`config.mk`:
```
export PLATFORM = sky130hd
export DESIGN_NAME = hazard_scoreboard_flat
export DESIGN_NICKNAME = d
export VERILOG_FILES = /design/src/rtl/hazard_scoreboard_if.sv /design/src/rtl/hazard_scoreboard.sv /design/src/flat_wrapper.sv
export SDC_FILE = /design/constraint.sdc
export NUM_CORES = 1
export LEC_CHECK = 0
export ABC_CLOCK_PERIOD_IN_PS = 4900
export BUFFER_PORTS_ARGS = -buffer_cell sky130_fd_sc_hd__buf_2
export CELL_PAD_IN_SITES_DETAIL_PLACEMENT = 1
export CELL_PAD_IN_SITES_GLOBAL_PLACEMENT = 2
export CORE_MARGIN = 8
export CORE_UTILIZATION = 28
export DETAILED_ROUTE_END_ITERATION = 10
export PLACE_DENSITY_LB_ADDON = 0.12
export SLEW_MARGIN = 0
export SYNTH_ARGS = -nofsm -noshare
export SYNTH_HDL_FRONTEND = slang
export SYNTH_SLANG_ARGS = --single-unit
```
`constraint.sdc`:
```
create_clock -name CLK -period 4.9 [get_ports CLK]
set_clock_uncertainty 0.1 [all_clocks]
set_input_delay 0.49 -clock CLK [delete_from_list [all_inputs] [get_ports CLK]]
set_output_delay 0.49 -clock CLK [all_outputs]
set_load 0.05 [all_outputs]
```
`src/rtl/hazard_scoreboard_if.sv`:
```
// Hazard scoreboard bundle: decode/execute status in, pipeline control out.
//   master : pipeline side, drives decode/execute status, receives control.
//   slave  : hazard_scoreboard side.
//   Decode status  : ValidD, RA1D, RA2D, WA3D, RegWriteD, MemToRegD, PCSrcD
//   Execute status : BranchTakenE, ExBusyE
//   Control        : StallF, StallD, FlushD, FlushE, ForwardAE, ForwardBE
//   Perf counters  : StallCnt, FlushCnt
interface hazard_scoreboard_if #(
    parameter int unsigned REG_W  = 4,
    parameter int unsigned STAGES = 3
);
    localparam int unsigned FWD_W = $clog2(STAGES);

    logic             ValidD;
    logic [REG_W-1:0] RA1D;
    logic [REG_W-1:0] RA2D;
    logic [REG_W-1:0] WA3D;
    logic             RegWriteD;
    logic             MemToRegD;
    logic             PCSrcD;
    logic             BranchTakenE;
    logic             ExBusyE;
    logic             StallF;
    logic             StallD;
    logic             FlushD;
    logic             FlushE;
    logic [FWD_W-1:0] ForwardAE;
    logic [FWD_W-1:0] ForwardBE;
    logic [31:0]      StallCnt;
    logic [31:0]      FlushCnt;

    modport master (
        output ValidD, RA1D, RA2D, WA3D, RegWriteD, MemToRegD, PCSrcD,
        output BranchTakenE, ExBusyE,
        input  StallF, StallD, FlushD, FlushE, ForwardAE, ForwardBE,
        input  StallCnt, FlushCnt
    );

    modport slave (
        input  ValidD, RA1D, RA2D, WA3D, RegWriteD, MemToRegD, PCSrcD,
        input  BranchTakenE, ExBusyE,
        output StallF, StallD, FlushD, FlushE, ForwardAE, ForwardBE,
        output StallCnt, FlushCnt
    );
endinterface

```
`src/rtl/hazard_scoreboard.sv`:
```
// Parametrised hazard/forwarding controller. A shift-register scoreboard of
// in-flight instructions (entry 0 = E, entry STAGES-1 = W) drives stall,
// flush and forwarding-select outputs; supports a multi-cycle E hold.
// Ports:
//   CLK   : clock, rising edge
//   Reset : asynchronous, active-high
//   hz    : hazard_scoreboard_if.slave (decode/execute status in, control out)
// Optional feature: define HAZ_PERF_CNT_EN to build the StallCnt/FlushCnt
// performance counters; otherwise both outputs are tied to zero.
module hazard_scoreboard #(
    parameter int unsigned REG_W    = 4,
    parameter int unsigned STAGES   = 3,
    parameter int unsigned LOAD_LAT = 2,
    parameter int unsigned PC_REG   = 15
) (
    input  logic                CLK,
    input  logic                Reset,
    hazard_scoreboard_if.slave  hz
);
    localparam int unsigned FWD_W   = $clog2(STAGES);
    localparam int          Last    = int'(STAGES) - 1;
    localparam int          LoadLat = int'(LOAD_LAT);

    typedef struct packed {
        logic             valid;
        logic             we;
        logic [REG_W-1:0] dst;
        logic             ld;
        logic             pcwr;
    } sbEntry_t;

    sbEntry_t [STAGES-1:0] entry;
    logic [REG_W-1:0]      ra1E;
    logic [REG_W-1:0]      ra2E;

    sbEntry_t         decodeEntry;
    logic             ldStall;
    logic             ldStallEff;
    logic             pcWrPending;
    logic             brT;
    logic             stallD;
    logic             flushE;
    logic [FWD_W-1:0] forwardA;
    logic [FWD_W-1:0] forwardB;

    // Entry k produces register r (the PC alias is never a producer).
    function automatic logic match(input sbEntry_t e, input logic [REG_W-1:0] r);
        return e.valid & e.we & (e.dst == r) & (r != REG_W'(PC_REG));
    endfunction

    // Decode-stage instruction as it would enter E.
    always_comb begin
        decodeEntry       = '0;
        decodeEntry.valid = hz.ValidD;
        decodeEntry.we    = hz.RegWriteD;
        decodeEntry.dst   = hz.WA3D;
        decodeEntry.ld    = hz.MemToRegD;
        decodeEntry.pcwr  = hz.PCSrcD;
    end

    // Load-use: a load whose data is not yet forwardable when the consumer reaches E.
    always_comb begin
        ldStall = 1'b0;
        for (int j = 0; j < Last; j++) begin
            if (entry[j].ld && ((j + 1) < LoadLat) &&
                (match(entry[j], hz.RA1D) || match(entry[j], hz.RA2D))) begin
                ldStall = 1'b1;
            end
        end
        ldStall = ldStall & hz.ValidD;
    end

    // PC writes in decode or in any stage before W hold fetch.
    always_comb begin
        pcWrPending = hz.ValidD & hz.PCSrcD;
        for (int j = 0; j < Last; j++) begin
            if (entry[j].valid && entry[j].pcwr) begin
                pcWrPending = 1'b1;
            end
        end
    end

    // Youngest forwardable producer wins: scan oldest first, younger overwrite.
    always_comb begin
        forwardA = '0;
        forwardB = '0;
        for (int k = Last; k >= 1; k--) begin
            if (match(entry[k], ra1E) && !(entry[k].ld && (k < LoadLat))) begin
                forwardA = FWD_W'(k);
            end
            if (match(entry[k], ra2E) && !(entry[k].ld && (k < LoadLat))) begin
                forwardB = FWD_W'(k);
            end
        end
    end

    // A taken branch overrides a load-use stall; a busy E masks the branch.
    always_comb begin
        brT        = hz.BranchTakenE & ~hz.ExBusyE;
        ldStallEff = ldStall & ~brT;
        stallD     = ldStallEff | hz.ExBusyE;
        flushE     = ldStall | brT;
    end

    assign hz.StallF    = ldStallEff | pcWrPending | hz.ExBusyE;
    assign hz.StallD    = stallD;
    assign hz.FlushD    = pcWrPending | (entry[Last].valid & entry[Last].pcwr) | brT;
    assign hz.FlushE    = flushE;
    assign hz.ForwardAE = forwardA;
    assign hz.ForwardBE = forwardB;

    // Scoreboard advance; a busy E holds entry 0 and injects a bubble behind it.
    always_ff @(posedge CLK or posedge Reset) begin
        if (Reset) begin
            entry <= '0;
            ra1E  <= '0;
            ra2E  <= '0;
        end else begin
            for (int i = 2; i <= Last; i++) begin
                entry[i] <= entry[i-1];
            end
            if (hz.ExBusyE) begin
                entry[1] <= '0;
            end else begin
                entry[1] <= entry[0];
                if (flushE) begin
                    entry[0] <= '0;
                    ra1E     <= '0;
                    ra2E     <= '0;
                end else begin
                    entry[0] <= decodeEntry;
                    ra1E     <= hz.RA1D;
                    ra2E     <= hz.RA2D;
                end
            end
        end
    end

`ifdef HAZ_PERF_CNT_EN
    logic [31:0] stallCnt;
    logic [31:0] flushCnt;

    // Free-running wrap-around event counters.
    always_ff @(posedge CLK or posedge Reset) begin
        if (Reset) begin
            stallCnt <= '0;
            flushCnt <= '0;
        end else begin
            if (stallD) stallCnt <= stallCnt + 32'd1;
            if (flushE) flushCnt <= flushCnt + 32'd1;
        end
    end

    assign hz.StallCnt = stallCnt;
    assign hz.FlushCnt = flushCnt;
`else
    assign hz.StallCnt = '0;
    assign hz.FlushCnt = '0;
`endif
endmodule
```
`src/flat_wrapper.sv`:
```
// flat-port wrapper written by rule: the top's interface ports become plain ports
module hazard_scoreboard_flat 
#(
    parameter int unsigned REG_W    = 4,
    parameter int unsigned STAGES   = 3,
    parameter int unsigned LOAD_LAT = 2,
    parameter int unsigned PC_REG   = 15
)
  (CLK, Reset, hz_ValidD, hz_RA1D, hz_RA2D, hz_WA3D, hz_RegWriteD, hz_MemToRegD, hz_PCSrcD, hz_BranchTakenE, hz_ExBusyE, hz_StallF, hz_StallD, hz_FlushD, hz_FlushE, hz_ForwardAE, hz_ForwardBE, hz_StallCnt, hz_FlushCnt);
  hazard_scoreboard_if #(.REG_W(REG_W), .STAGES(STAGES)) hz_i ();
  input  logic CLK;
  input  logic Reset;
  input wire logic [$bits(hz_i.ValidD)-1:0] hz_ValidD;
  input wire logic [$bits(hz_i.RA1D)-1:0] hz_RA1D;
  input wire logic [$bits(hz_i.RA2D)-1:0] hz_RA2D;
  input wire logic [$bits(hz_i.WA3D)-1:0] hz_WA3D;
  input wire logic [$bits(hz_i.RegWriteD)-1:0] hz_RegWriteD;
  input wire logic [$bits(hz_i.MemToRegD)-1:0] hz_MemToRegD;
  input wire logic [$bits(hz_i.PCSrcD)-1:0] hz_PCSrcD;
  input wire logic [$bits(hz_i.BranchTakenE)-1:0] hz_BranchTakenE;
  input wire logic [$bits(hz_i.ExBusyE)-1:0] hz_ExBusyE;
  output wire logic [$bits(hz_i.StallF)-1:0] hz_StallF;
  output wire logic [$bits(hz_i.StallD)-1:0] hz_StallD;
  output wire logic [$bits(hz_i.FlushD)-1:0] hz_FlushD;
  output wire logic [$bits(hz_i.FlushE)-1:0] hz_FlushE;
  output wire logic [$bits(hz_i.ForwardAE)-1:0] hz_ForwardAE;
  output wire logic [$bits(hz_i.ForwardBE)-1:0] hz_ForwardBE;
  output wire logic [$bits(hz_i.StallCnt)-1:0] hz_StallCnt;
  output wire logic [$bits(hz_i.FlushCnt)-1:0] hz_FlushCnt;
  assign hz_i.ValidD = hz_ValidD;
  assign hz_i.RA1D = hz_RA1D;
  assign hz_i.RA2D = hz_RA2D;
  assign hz_i.WA3D = hz_WA3D;
  assign hz_i.RegWriteD = hz_RegWriteD;
  assign hz_i.MemToRegD = hz_MemToRegD;
  assign hz_i.PCSrcD = hz_PCSrcD;
  assign hz_i.BranchTakenE = hz_BranchTakenE;
  assign hz_i.ExBusyE = hz_ExBusyE;
  assign hz_StallF = hz_i.StallF;
  assign hz_StallD = hz_i.StallD;
  assign hz_FlushD = hz_i.FlushD;
  assign hz_FlushE = hz_i.FlushE;
  assign hz_ForwardAE = hz_i.ForwardAE;
  assign hz_ForwardBE = hz_i.ForwardBE;
  assign hz_StallCnt = hz_i.StallCnt;
  assign hz_FlushCnt = hz_i.FlushCnt;
  hazard_scoreboard #(.REG_W(REG_W), .STAGES(STAGES), .LOAD_LAT(LOAD_LAT), .PC_REG(PC_REG)) u_core (.CLK(CLK), .Reset(Reset), .hz(hz_i));
endmodule
```
# --- After elaboration in Yosys (flattened, before gate mapping) ---
# Index checks and enable logic that the tools add are counted.
word_totals:
  register_bits: 31
  inputBits: 20
  output_inout_bits: 72
  word_cells: 72
classes:
  eq_ne: 10
  mux: 11
  n_bitwise: 28
  reduce_logical: 7
op_table:
  columns: ["operator", "count"]
  rows:
  - ["== test 4 bit", 6]
  - ["bitwise AND 1 bit", 20]
  - ["two-way mux 8 bit", 2]
  - ["!= test 4 bit (second input constant)", 4]
  - ["two-way mux 2 bit", 4]
  - ["two-way mux 4 bit", 2]
  - ["bitwise OR 1 bit", 6]
  - ["logical AND 1 bit", 5]
  - ["two-way mux 1 bit", 3]
  - ["inverter 1 bit", 2]
  - ["zero test 1 bit", 1]
  - ["logical OR 1 bit", 1]

# --- Logic depth before layout (Yosys ltp) ---
logic_depth:
  ltp_word: 10
  mapped_depth: 5
  mapped_depth_nobuf: 4

# --- Worst setup path before layout ---
# No wires, ideal clock.
synth_timing:
  path_type: "in2out"
  startpoint: "in hz_RA2D[0]"
  endpoint: "out hz_StallF"
  arrival_time_ns: 2.836
  required_ns: 4.310
  path_slack_ns: 1.474
  cell_stages: 4
  path_buffers: 0
  path_cell_list: "xnor2_1 -> nand4_1 -> o22a_1 -> o311ai_0"
synth_via:
  elab_chain_len: 10
  word_cells_on_any_way: 11
  cone_classes: "2 x eq/ne; 1 x mux; 6 x bitwise; 2 x reduce/logical"
synth_lines:
  columns: ["item", "line_no", "text"]
  rows:
  - ["start: declaration", "flat_wrapper.sv:15", "input wire logic [$bits(hz_i.RA2D)-1:0] hz_RA2D;"]
  - ["== test 4 bit", "hazard_scoreboard.sv:48", "return e.valid & e.we & (e.dst == r) & (r != REG_W'(PC_REG));"]
  - ["bitwise AND 1 bit", "hazard_scoreboard.sv:48", null]
  - ["bitwise AND 1 bit (*)", "hazard_scoreboard.sv:48", null]
  - ["logical OR 1 bit (*)", "hazard_scoreboard.sv:66", "(match(entry[j], hz.RA1D) || match(entry[j], hz.RA2D))) begin"]
  - ["logical AND 1 bit (*)", "hazard_scoreboard.sv:65", "if (entry[j].ld && ((j + 1) < LoadLat) &&"]
  - ["two-way mux 1 bit (*)", "hazard_scoreboard.sv:65", null]
  - ["bitwise AND 1 bit (*)", "hazard_scoreboard.sv:70", "ldStall = ldStall & hz.ValidD;"]
  - ["bitwise AND 1 bit (*)", "hazard_scoreboard.sv:100", "ldStallEff = ldStall & ~brT;"]
  - ["bitwise OR 1 bit (*) (2 in a row)", "hazard_scoreboard.sv:105", "assign hz.StallF = ldStallEff | pcWrPending | hz.ExBusyE;"]
  - ["end: declaration", "flat_wrapper.sv:22", "output wire logic [$bits(hz_i.StallF)-1:0] hz_StallF;"]
# Mark *: on every way between the ends. The rest lies on a longest branch, timed or not.

# --- Worst setup path after layout ---
layout_timing:
  startpoint: "reg u_core.entry[3] (netlist name)"
  endpoint: "out hz_StallF"
layout_via:
  elab_chain_len: 10
  word_cells_on_any_way: 13
  cone_classes: "2 x eq/ne; 1 x mux; 8 x bitwise; 2 x reduce/logical"
layout_lines:
  columns: ["item", "line_no", "text"]
  rows:
  - ["start: declaration", "hazard_scoreboard.sv:32", "sbEntry_t [STAGES-1:0] entry;"]
  - ["start signal: indexed assignment", "hazard_scoreboard.sv:120", "entry[i] <= entry[i-1];"]
  - ["== test 4 bit", "hazard_scoreboard.sv:48", null]
  - ["bitwise AND 1 bit (2 in a row)", "hazard_scoreboard.sv:48", null]
  - ["logical OR 1 bit (*)", "hazard_scoreboard.sv:66", null]
  - ["logical AND 1 bit (*)", "hazard_scoreboard.sv:65", null]
  - ["two-way mux 1 bit (*)", "hazard_scoreboard.sv:65", null]
  - ["bitwise AND 1 bit (*)", "hazard_scoreboard.sv:70", null]
  - ["bitwise AND 1 bit (*)", "hazard_scoreboard.sv:100", null]
  - ["bitwise OR 1 bit (*) (2 in a row)", "hazard_scoreboard.sv:105", null]
# Marked as above.

==> qor.yml <==
outcome: "complete, no violations"
dr.pass1.iters: 4
cts_tree: "yes"
relSlewSlack_pct: 25.7
hold_violations: 0
combinationalPowerShare_pct: 26.4
period_share_pct: 53.0
synthMuxAreaShare_pct: 0
top_layer: "met4"
finalNonFillerCells: 350
path_delay_family: "compound AO/OA/AOI/OAI gates"
synthFlopType: "dfrtp_1"
die_w_um: 101
synth_edf_count: 0
dp.cells: 342
drc: 0
cts-root-buf: "clkbuf_8"
critPathBufInv: 1
postCtsHoldBufs: 0
antenna_found_initial: 0
start_util_pct: 28.4
drive_gt1_share_pct: 16.3
worst_path_largest_cell_delay_ns: 0.45
hpwl_mm: 3.80
setup_viol: 0
synth_cell_types: 30
cts_setup_buffers: 0
hold_class: "in2async"
final_util_pct: 29.7
layout_common_cells: "64 x conb_1, 40 x nand2_1, 31 x dfrtp_1"
grt_max_degree: 32
ir_drop_mv: 0.0698
nets: 270
synth_fa_ha_area_share_pct: 0
cts_buffer_depth: 2
wl_met3_um: 282
ys_seq_area_share_pct: 38.5
htree_levels: 2
critical-path-slowest-cell: "dfrtp_1"
cts_buffers: 5
async_reset_ff_share_pct: 100
startpoint_type: "flop"
grt_overflow: 0
avgSynthCellArea_um2: 9.07
port_buffers: 27
wl_met1_mm: 2.34
post_cts_resized: 0
antenna_left: 0
core_area_um2: 7100
leakage_nw: 1.05
diodes: 0
fp.dieArea_um2: 10200
crit_fanout: 5
max_clock_freq_mhz: 385
wl_per_cell_um: 14.3
rsz0062_at_grt: "false"
num_rows: 31
synth-simple-area-share_pct: 16.8
fill_cells: 888
routed_via_density: 3.87
syn_area_um2: 2010
synth-seq-cells: 31
pwr-share-seq_pct: 42.1
first_iter_violations: 38
max-cap-violations: 0
endpoint_kind: "output port"
critPathKind: "reg2out"
setup-tns-final_ns: 0
synth_compound_area_share_pct: 10.2
totalWireLength_mm: 5.00
cp_data_required_time_ns: 4.31
dr_wl_met2_mm: 2.31
clk_latency_ns: 0.28
syn-instance-count: 222
p_per_area_nw_per_um2: 332
grt.total_usage_pct: 10.1
syn2layout_area_growth_pct: 4.66
place_area_um2: 2010
worst_slew_pin_slew_ns: 1.11
cts.clk_slew.worst_paths_ns: 0.07
die_height_um: 101
globalplace.congestion: 0.735
power.share.switching_pct: 38.2
drv_slew: 0
min_period_ns: 2.60
synth_warnings: 0
p_switching_w: 0.000268
synth_top_family_by_area: "buffers and inverters"
totalPowerFinal_w: 0.000701
clock_sinks: 31
grt_first_pass_wirelength_mm: 7.86
crit_chain: "xnor2_1 > nand4_1 > o22a_1 > o311ai_0 > buf_2"
grt_pass1_vias: 1502
vias: 1353
io_pins: 92
clkPwrFrac_pct: 31.5
critPathArrivalTime_ns: 2.01
synthXorXnorAreaFrac_pct: 8.70
mostFrequentLayoutCell: "conb_1"
internal_power_w: 0.000433
final_cell_area_um2: 2110
[cell families after synthesis]
family | Yosys count
XOR/XNOR | 20
AND/OR/NAND/NOR | 70
buffers and inverters | 72
other | 1
flip-flops | 31
AO/OA/AOI/OAI | 28
[cell usage after synthesis (2+ instances only)]
| cell | number | share of area, % |
|---|---|---|
| buf_4 | 65 | 24 |
| nand2_1 | 40 | 7.5 |
| dfrtp_1 | 31 | 39 |
| o31ai_1 | 16 | 6.0 |
| xor2_1 | 12 | 5.2 |
| nor2b_1 | 8 | 2.5 |
| xnor2_1 | 8 | 3.5 |
| nand3_1 | 4 | 0.99 |
| nand4_1 | 4 | 1.2 |
| o21ai_0 | 4 | 0.99 |
| clkbuf_1 | 3 | 0.56 |
| nor2_1 | 3 | 0.56 |
| nor4_1 | 3 | 0.93 |
| a31oi_1 | 2 | 0.62 |
| buf_2 | 2 | 0.50 |
| inv_1 | 2 | 0.37 |
| nor3_2 | 2 | 0.99 |
[stage by stage]
step           worst slack (ns)  hold slack [ns]
2_1_floorplan              1.47            0.254
3_3_place_gp               2.50            0.285
3_5_place_dp               2.47            0.276
4_1_cts                    2.27            0.194
5_1_grt                    2.18            0.228
6_report                   2.30            0.186
[cell type report]
class	count	area [um^2]	area share [%]
multi-input cells	182	958	45.5
flip-flops and latches	31	776	36.8
repair buffers	28	143	6.77
well taps	99	124	5.88
clock buffers	8	100	4.75
inverters	2	7.51	0.356
[metal layers]
layer  track usage [%]  vias up
met4              4.19        0
met2              15.3       48
met3              2.90        7
met5                 0        -
li1                  -      667
met1              13.0      631
[flip-flops by register name, summed over array words and instances (netlist names)]
register      cells
u_core.entry     23
u_core.ra2E       4
u_core.ra1E       4
[power by group through the flow]
stage               registers [W]  clock network [W]  logic (W)
floorplan                0.000292                  0   0.000202
global placement         0.000300                  0   0.000184
detailed placement       0.000300                  0   0.000184
CTS                      0.000295           0.000229   0.000185
global route             0.000298           0.000238   0.000199
finish                   0.000295           0.000221   0.000185
[worst reg2reg max path, stage by stage, from the launching register on]
cell and delay [ns]:
dfrtp_1 0.45, xnor2_1 0.22, nand4_1 0.15, nor3_2 0.84
o31ai_1 0.21
[final timing paths]
kind	to	slack, ns	cells past startpoint	from
worst min-delay path	u_core.entry[12]	0.19	3	Reset
worst max-delay path	hz_StallF	2.30	5	u_core.entry[3]
worst min register to register	u_core.entry[22]	0.29	0	u_core.entry[14]
min in group CLK	u_core.entry[22]	0.29	0	u_core.entry[14]
max in group asynchronous	u_core.entry[0]	4.22	3	Reset
worst max register to register	u_core.ra2E[3]	2.76	4	u_core.entry[3]
Power figures use the tool's default switching activity.
